--- src/rtl/pipe_sched.sv ---
// pipe_sched: pipeline sequencing controller for the 5-stage core.
//
// Merges the ID load-use stall request, multi-cycle MDU occupancy of EX and
// MEM-stage exception redirects into one per-stage stall bus plus a
// flush/new-PC redirect.
//
// Parameters
//   MUL_LAT  total EX occupancy of a multiply in cycles (>= 2)
//   DIV_LAT  total EX occupancy of a divide in cycles (>= 2)
//   CNT_W    occupancy counter width, must hold DIV_LAT-2
//
// Ports
//   clk                single clock, rising edge
//   rst_n              asynchronous active-low reset
//   stallreq_for_load  ID load-use hazard request (level)
//   ex_mdu_req         EX holds a mul/div instruction (level)
//   ex_mdu_is_div      1 = divide, 0 = multiply (qualifies ex_mdu_req)
//   excp_req           MEM exception/eret redirect request (1-cycle pulse)
//   excp_vector        redirect target, valid with excp_req
//   stall              bit0 PC, bit1 IF, bit2 ID, bit3 EX, bit4 MEM, bit5 WB
//   flush              kill IF/ID/EX contents this cycle
//   new_pc             redirect PC when flush=1, else 0
//   mdu_busy           registered: controller is in BUSY
//   mdu_done           last MDU cycle, EX result valid and EX advances
//   stall_cnt          saturating count of cycles with stall[0]=1
//
// Handshake: there is no valid/ready pair here. ex_mdu_req is a level held by
// EX while it is stalled; the cycle mdu_done=1 is the one in which EX advances,
// so a request still present the cycle after that belongs to the next op.

module pipe_sched #(
  parameter int MUL_LAT = 2,
  parameter int DIV_LAT = 33,
  parameter int CNT_W   = 6
) (
  input  logic        clk,
  input  logic        rst_n,
  input  logic        stallreq_for_load,
  input  logic        ex_mdu_req,
  input  logic        ex_mdu_is_div,
  input  logic        excp_req,
  input  logic [31:0] excp_vector,
  output logic [5:0]  stall,
  output logic        flush,
  output logic [31:0] new_pc,
  output logic        mdu_busy,
  output logic        mdu_done,
  output logic [31:0] stall_cnt
);

  localparam logic [5:0] STALL_NONE = 6'b000000;
  localparam logic [5:0] STALL_LOAD = 6'b000111;  // PC, IF, ID
  localparam logic [5:0] STALL_MDU  = 6'b001111;  // PC, IF, ID, EX

  localparam logic [CNT_W-1:0] MUL_LOAD = CNT_W'(MUL_LAT - 2);
  localparam logic [CNT_W-1:0] DIV_LOAD = CNT_W'(DIV_LAT - 2);

  typedef enum logic {
    IDLE = 1'b0,
    BUSY = 1'b1
  } state_e;

  state_e           state_q, state_d;
  logic [CNT_W-1:0] occ_q, occ_d;
  logic             mdu_busy_q;
  logic [31:0]      stall_cnt_q;

  logic [5:0]  stall_d;
  logic        flush_d;
  logic [31:0] new_pc_d;
  logic        done_d;

  // Next state and combinational outputs. Exception beats everything; in BUSY
  // the load request and the held MDU request are frozen with ID/EX.
  always_comb begin
    state_d  = state_q;
    occ_d    = occ_q;
    stall_d  = STALL_NONE;
    flush_d  = 1'b0;
    new_pc_d = 32'h0;
    done_d   = 1'b0;
    case (state_q)
      IDLE: begin
        if (excp_req) begin
          flush_d  = 1'b1;
          new_pc_d = excp_vector;
        end else if (ex_mdu_req) begin
          stall_d = STALL_MDU;
          occ_d   = ex_mdu_is_div ? DIV_LOAD : MUL_LOAD;
          state_d = BUSY;
        end else if (stallreq_for_load) begin
          stall_d = STALL_LOAD;
        end
      end
      BUSY: begin
        if (excp_req) begin
          flush_d  = 1'b1;
          new_pc_d = excp_vector;
          occ_d    = '0;
          state_d  = IDLE;
        end else if (occ_q != '0) begin
          stall_d = STALL_MDU;
          occ_d   = occ_q - 1'b1;
        end else begin
          done_d  = 1'b1;
          state_d = IDLE;
        end
      end
      default: begin
        state_d = IDLE;
        occ_d   = '0;
      end
    endcase
  end

  // Controller state and registered outputs.
  always_ff @(posedge clk or negedge rst_n) begin
    if (!rst_n) begin
      state_q     <= IDLE;
      occ_q       <= '0;
      mdu_busy_q  <= 1'b0;
      stall_cnt_q <= 32'h0;
    end else begin
      state_q    <= state_d;
      occ_q      <= occ_d;
      mdu_busy_q <= (state_d == BUSY);
      if (stall_d[0] && (stall_cnt_q != 32'hFFFF_FFFF)) begin
        stall_cnt_q <= stall_cnt_q + 32'd1;
      end
    end
  end

  // Combinational outputs are forced quiet while reset is held so the
  // pipeline never sees a stall or redirect derived from live inputs.
  assign stall     = rst_n ? stall_d  : STALL_NONE;
  assign flush     = rst_n & flush_d;
  assign new_pc    = rst_n ? new_pc_d : 32'h0;
  assign mdu_done  = rst_n & done_d;
  assign mdu_busy  = mdu_busy_q;
  assign stall_cnt = stall_cnt_q;

endmodule

--- config.mk ---
export PLATFORM = sky130hd
export DESIGN_NAME = pipe_sched
export DESIGN_NICKNAME = d
export VERILOG_FILES = /design/src/rtl/pipe_sched.sv
export SDC_FILE = /design/constraint.sdc
export NUM_CORES = 1
export LEC_CHECK = 0
export ABC_AREA = 1
export BUFFER_PORTS_ARGS = -buffer_cell sky130_fd_sc_hd__buf_2
export CAP_MARGIN = 20
export CELL_PAD_IN_SITES_DETAIL_PLACEMENT = 0
export CELL_PAD_IN_SITES_GLOBAL_PLACEMENT = 2
export CORE_MARGIN = 2
export CORE_UTILIZATION = 27
export CTS_CLUSTER_SIZE = 40
export DETAILED_ROUTE_END_ITERATION = 12
export PLACE_DENSITY = 0.95
export SLEW_MARGIN = 10
export SYNTH_ARGS = -nofsm -noshare
export SYNTH_HDL_FRONTEND = slang
export SYNTH_SLANG_ARGS = --single-unit
export TNS_END_PERCENT = 1
--- constraint.sdc ---
create_clock -name clk -period 4.46 [get_ports clk]
set_clock_uncertainty 0.2 [all_clocks]
set_input_delay 0.892 -clock clk [delete_from_list [all_inputs] [get_ports clk]]
set_output_delay 0.892 -clock clk [all_outputs]
set_load 0.02 [all_outputs]
==> impl_metrics.csv <==
group,metric,value,unit
outcome,status,"finished clean",
sta,fin_crit_sh,0.724,
setup_path,critPathBufInv,4,
floorplan,die_w,109,um
floorplan,pin_count,111,
sta,worstMarginPinSlew,0.578,ns
pwr,pwr-share-comb,0.341,
worst_hold_path,worstHoldPathType,"reg2reg",
clock_tree,cts_made_buffers,5,
pwr,p_leak,2.12,nW
finish,drive_gt1_frac,0.235,
finish,area_growth,24.6,%
floorplan,core,10800,sq um
sta,period_minus_slack,3.23,ns
route,viasPerCell,4.33,
grt,grt_pass1_wl,14.4,mm
pwr,pwr-share-seq,0.412,
finish,instances_no_fill,741,
setup_path,cp.arrival,2.14,ns
grt,grt_usage,0.153,
sta,hold_violations,0,
setup_path,cp.required,3.37,ns
pwr,vdd_ir_drop_max,0.176,mV
route,drtIter0Drc,222,
finish,diodes,0,
worst_hold_path,holdPathEnd,"occ_q[0]$_DFFE_PN0P_",
yosys,synth_top_area_frac,0.326,
grt,first_global_vias,3058,
yosys,ys_seq_area_frac,0.326,
worst_hold_path,min_from,"occ_q[0]$_DFFE_PN0P_",
sta,slew_headroom,0.613,
grt,antenna_found_initial,0,
yosys,yosys.area.top_type,"dfrtp_1",
clock_tree,cts-resized-gates,0,
grt,gr-total-overflow,0,
yosys,synthFlopType,"dfrtp_1",
place,routabilityCongestion,0.852,
finish,nets,641,
pwr,intPower,660,uW
setup_path,timing.critical_path.depth,5,
floorplan,initial_core_util,0.276,
route,drc_errors,0,
yosys,netlist_instances,494,
sta,finalSetupViolations,0,
pwr,sw_frac_of_total,0.397,
clock_tree,post-cts-setup-buffer-count,0,
yosys,synth_top_family_by_area,"simple AND/OR/NAND/NOR gates",
finish,final_common_cell,"nand2_1",
setup_path,reg2reg_depth,10,
setup_path,rr_startpoint,"stall_cnt[1]$_DFFE_PN0P_",
setup_path,critPathTopFamily,"buffers and inverters",
setup_path,startpoint_type,"input port",
setup_path,crit_chain,"buf_2, buf_4, inv_1, a21oi_1, buf_2",
grt,grt_max_degree,41,
setup_path,worstPathMaxFanout,40,
sta,drv_slew,0,
clock_tree,cts_max_level,2,
clock_tree,cts_tree,"yes",
yosys,netlist_area,3000,sq um
clock_tree,path_clk_slew,0.08,ns
setup_path,cp_common_cell,"buf_2",
yosys,syn_avg_cell_area,6.06,sq um
place,io_buffers,108,
sta,fmax,310,MHz
sta,rsz0062_at_grt,"false",
floorplan,rows,38,
yosys,ys_async_sr_fraction,1.00,
job,cap_violations,0,
pwr,switching_power,435,uW
place,dp.cells,732,
route,via_count,3205,
setup_path,cp_slowest_stage_delay,0.45,ns
finish,final_cell_mix,"nand2_1, buf_2, nor2_1",
pwr,p_per_area,294,nW/um^2
route,wl_per_cell,11.5,um
yosys,yosys.area_share.simple,0.462,
clock_tree,clkLatencyLatePin,0.29,ns
yosys,synthXorXnorAreaFrac,0.0380,
floorplan,die-area,12000,sq um
yosys,synth_edf_count,0,
clock_tree,cts_hold_buffers,0,
setup_path,worstSetupPathType,"in2out",
setup_path,r2r_slack,2.26,ns
setup_path,rr_endpoint,"stall_cnt[13]$_DFFE_PN0P_",
yosys,synth.area.top_cells,"dfrtp_1, nand2_1, nor2_1",
clock_tree,clockRootBuffer,"clkbuf_8",
route,routed_wl,8.54,mm
yosys,synth_seq_cells,39,
yosys,yosys_warnings,0,
clock_tree,cts.sink_count,39,
route,ant_nets,0,
clock_tree,cts.path.max_buffers,2,
worst_hold_path,whs_path_depth,2,
place,dp.final_hpwl,6.74,mm
pwr,clock_power_share,0.247,
finish,final_core_util,0.344,
floorplan,die_height,109,um
sta,fin_setup_tns,0,ns
route,dr.pass1.iters,4,
yosys,synthMuxAreaShare,0,
yosys,synth-adder-area-share,0.0125,
setup_path,cp_slowest_cell,"buf_4",
yosys,synth_compound_area_frac,0.0343,
yosys,ys_types,26,
setup_path,end_kind,"output pin",
per-stage QoR:
stage	power, mW	setup WS [ns]	hold WS (ns)	area, sq um
final	1.10	1.23	0.302	3730
after detailed placement	0.833	1.19	0.292	3620
after CTS	1.11	1.18	0.308	3720
after global routing	1.18	1.04	0.383	3730
after floorplan	0.738	1.48	0.253	3000
after global placement	0.829	1.21	0.273	3620
worst register-to-register path, delay by kind of cell, from the launching register on:
| family | cells | cell delay (ns) |
|---|---|---|
| adder cells (fa/ha/maj) | 1 | 0.35 |
| flip-flops | 1 | 0.42 |
| buffers and inverters | 2 | 0.26 |
| AND/OR/NAND/NOR | 7 | 0.86 |
cell type report:
class	instances	area (sq um)
Fill cell	1188	7110
Multi-Input combinational cell	373	1650
Sequential cell	39	976
Timing Repair Buffer	110	563
Inverter	71	272
Tap cell	140	175
Clock buffer	8	100
Yosys cell counts (2+ instances only):
cell      number
nor2_4         3
clkbuf_1       3
a21oi_1        5
nand2_4        2
buf_6          4
nand3_1       23
dfrtp_1       39
ha_1           3
nor2_2         3
nand2_2       12
o21ai_0       14
inv_1         69
xor2_1         8
nor2_1        90
xnor2_1        5
nand2_1      198
buf_4          4
cell families after synthesis:
group | after synthesis
compound gates | 20
xor+xnor | 13
fa+ha+maj | 3
buf+inv | 83
flops | 39
other cells | 1
simple gates | 335
worst max path at each step:
stage / startpoint / to / slack [ns]
CTS: excp_req / new_pc[24] / 1.18
finish: rst_n / stall[2] / 1.23
global route: rst_n / stall[2] / 1.04
global placement: excp_req / new_pc[26] / 1.21
detailed placement: excp_req / new_pc[24] / 1.19
floorplan: excp_req / stall[1] / 1.48
state kept, by name, summed over array words and instances (netlist names):
name       count
stall_cnt     32
mdu_busy       1
occ_q          6
power groups by stage:
stage          sequential (mW)  combinational, mW  clock (mW)
6_report                 0.452              0.373       0.271
4_1_cts                  0.451              0.376       0.280
3_5_place_dp             0.457              0.376           0
2_1_floorplan            0.476              0.262           0
5_1_grt                  0.459              0.421       0.296
3_3_place_gp             0.456              0.373           0
layer usage:
| metal | vias to the layer above | share of wire | GRT usage |
|---|---|---|---|
| li1 | 1672 | - | - |
| met1 | 1392 | 0.45 | 0.197 |
| met2 | 137 | 0.47 | 0.270 |
| met3 | 4 | 0.078 | 0.0255 |
| met4 | 0 | 0.0067 | 0.0298 |
| met5 | - | 0 | 0 |
No activity file was read; power rests on OpenSTA's default activity.
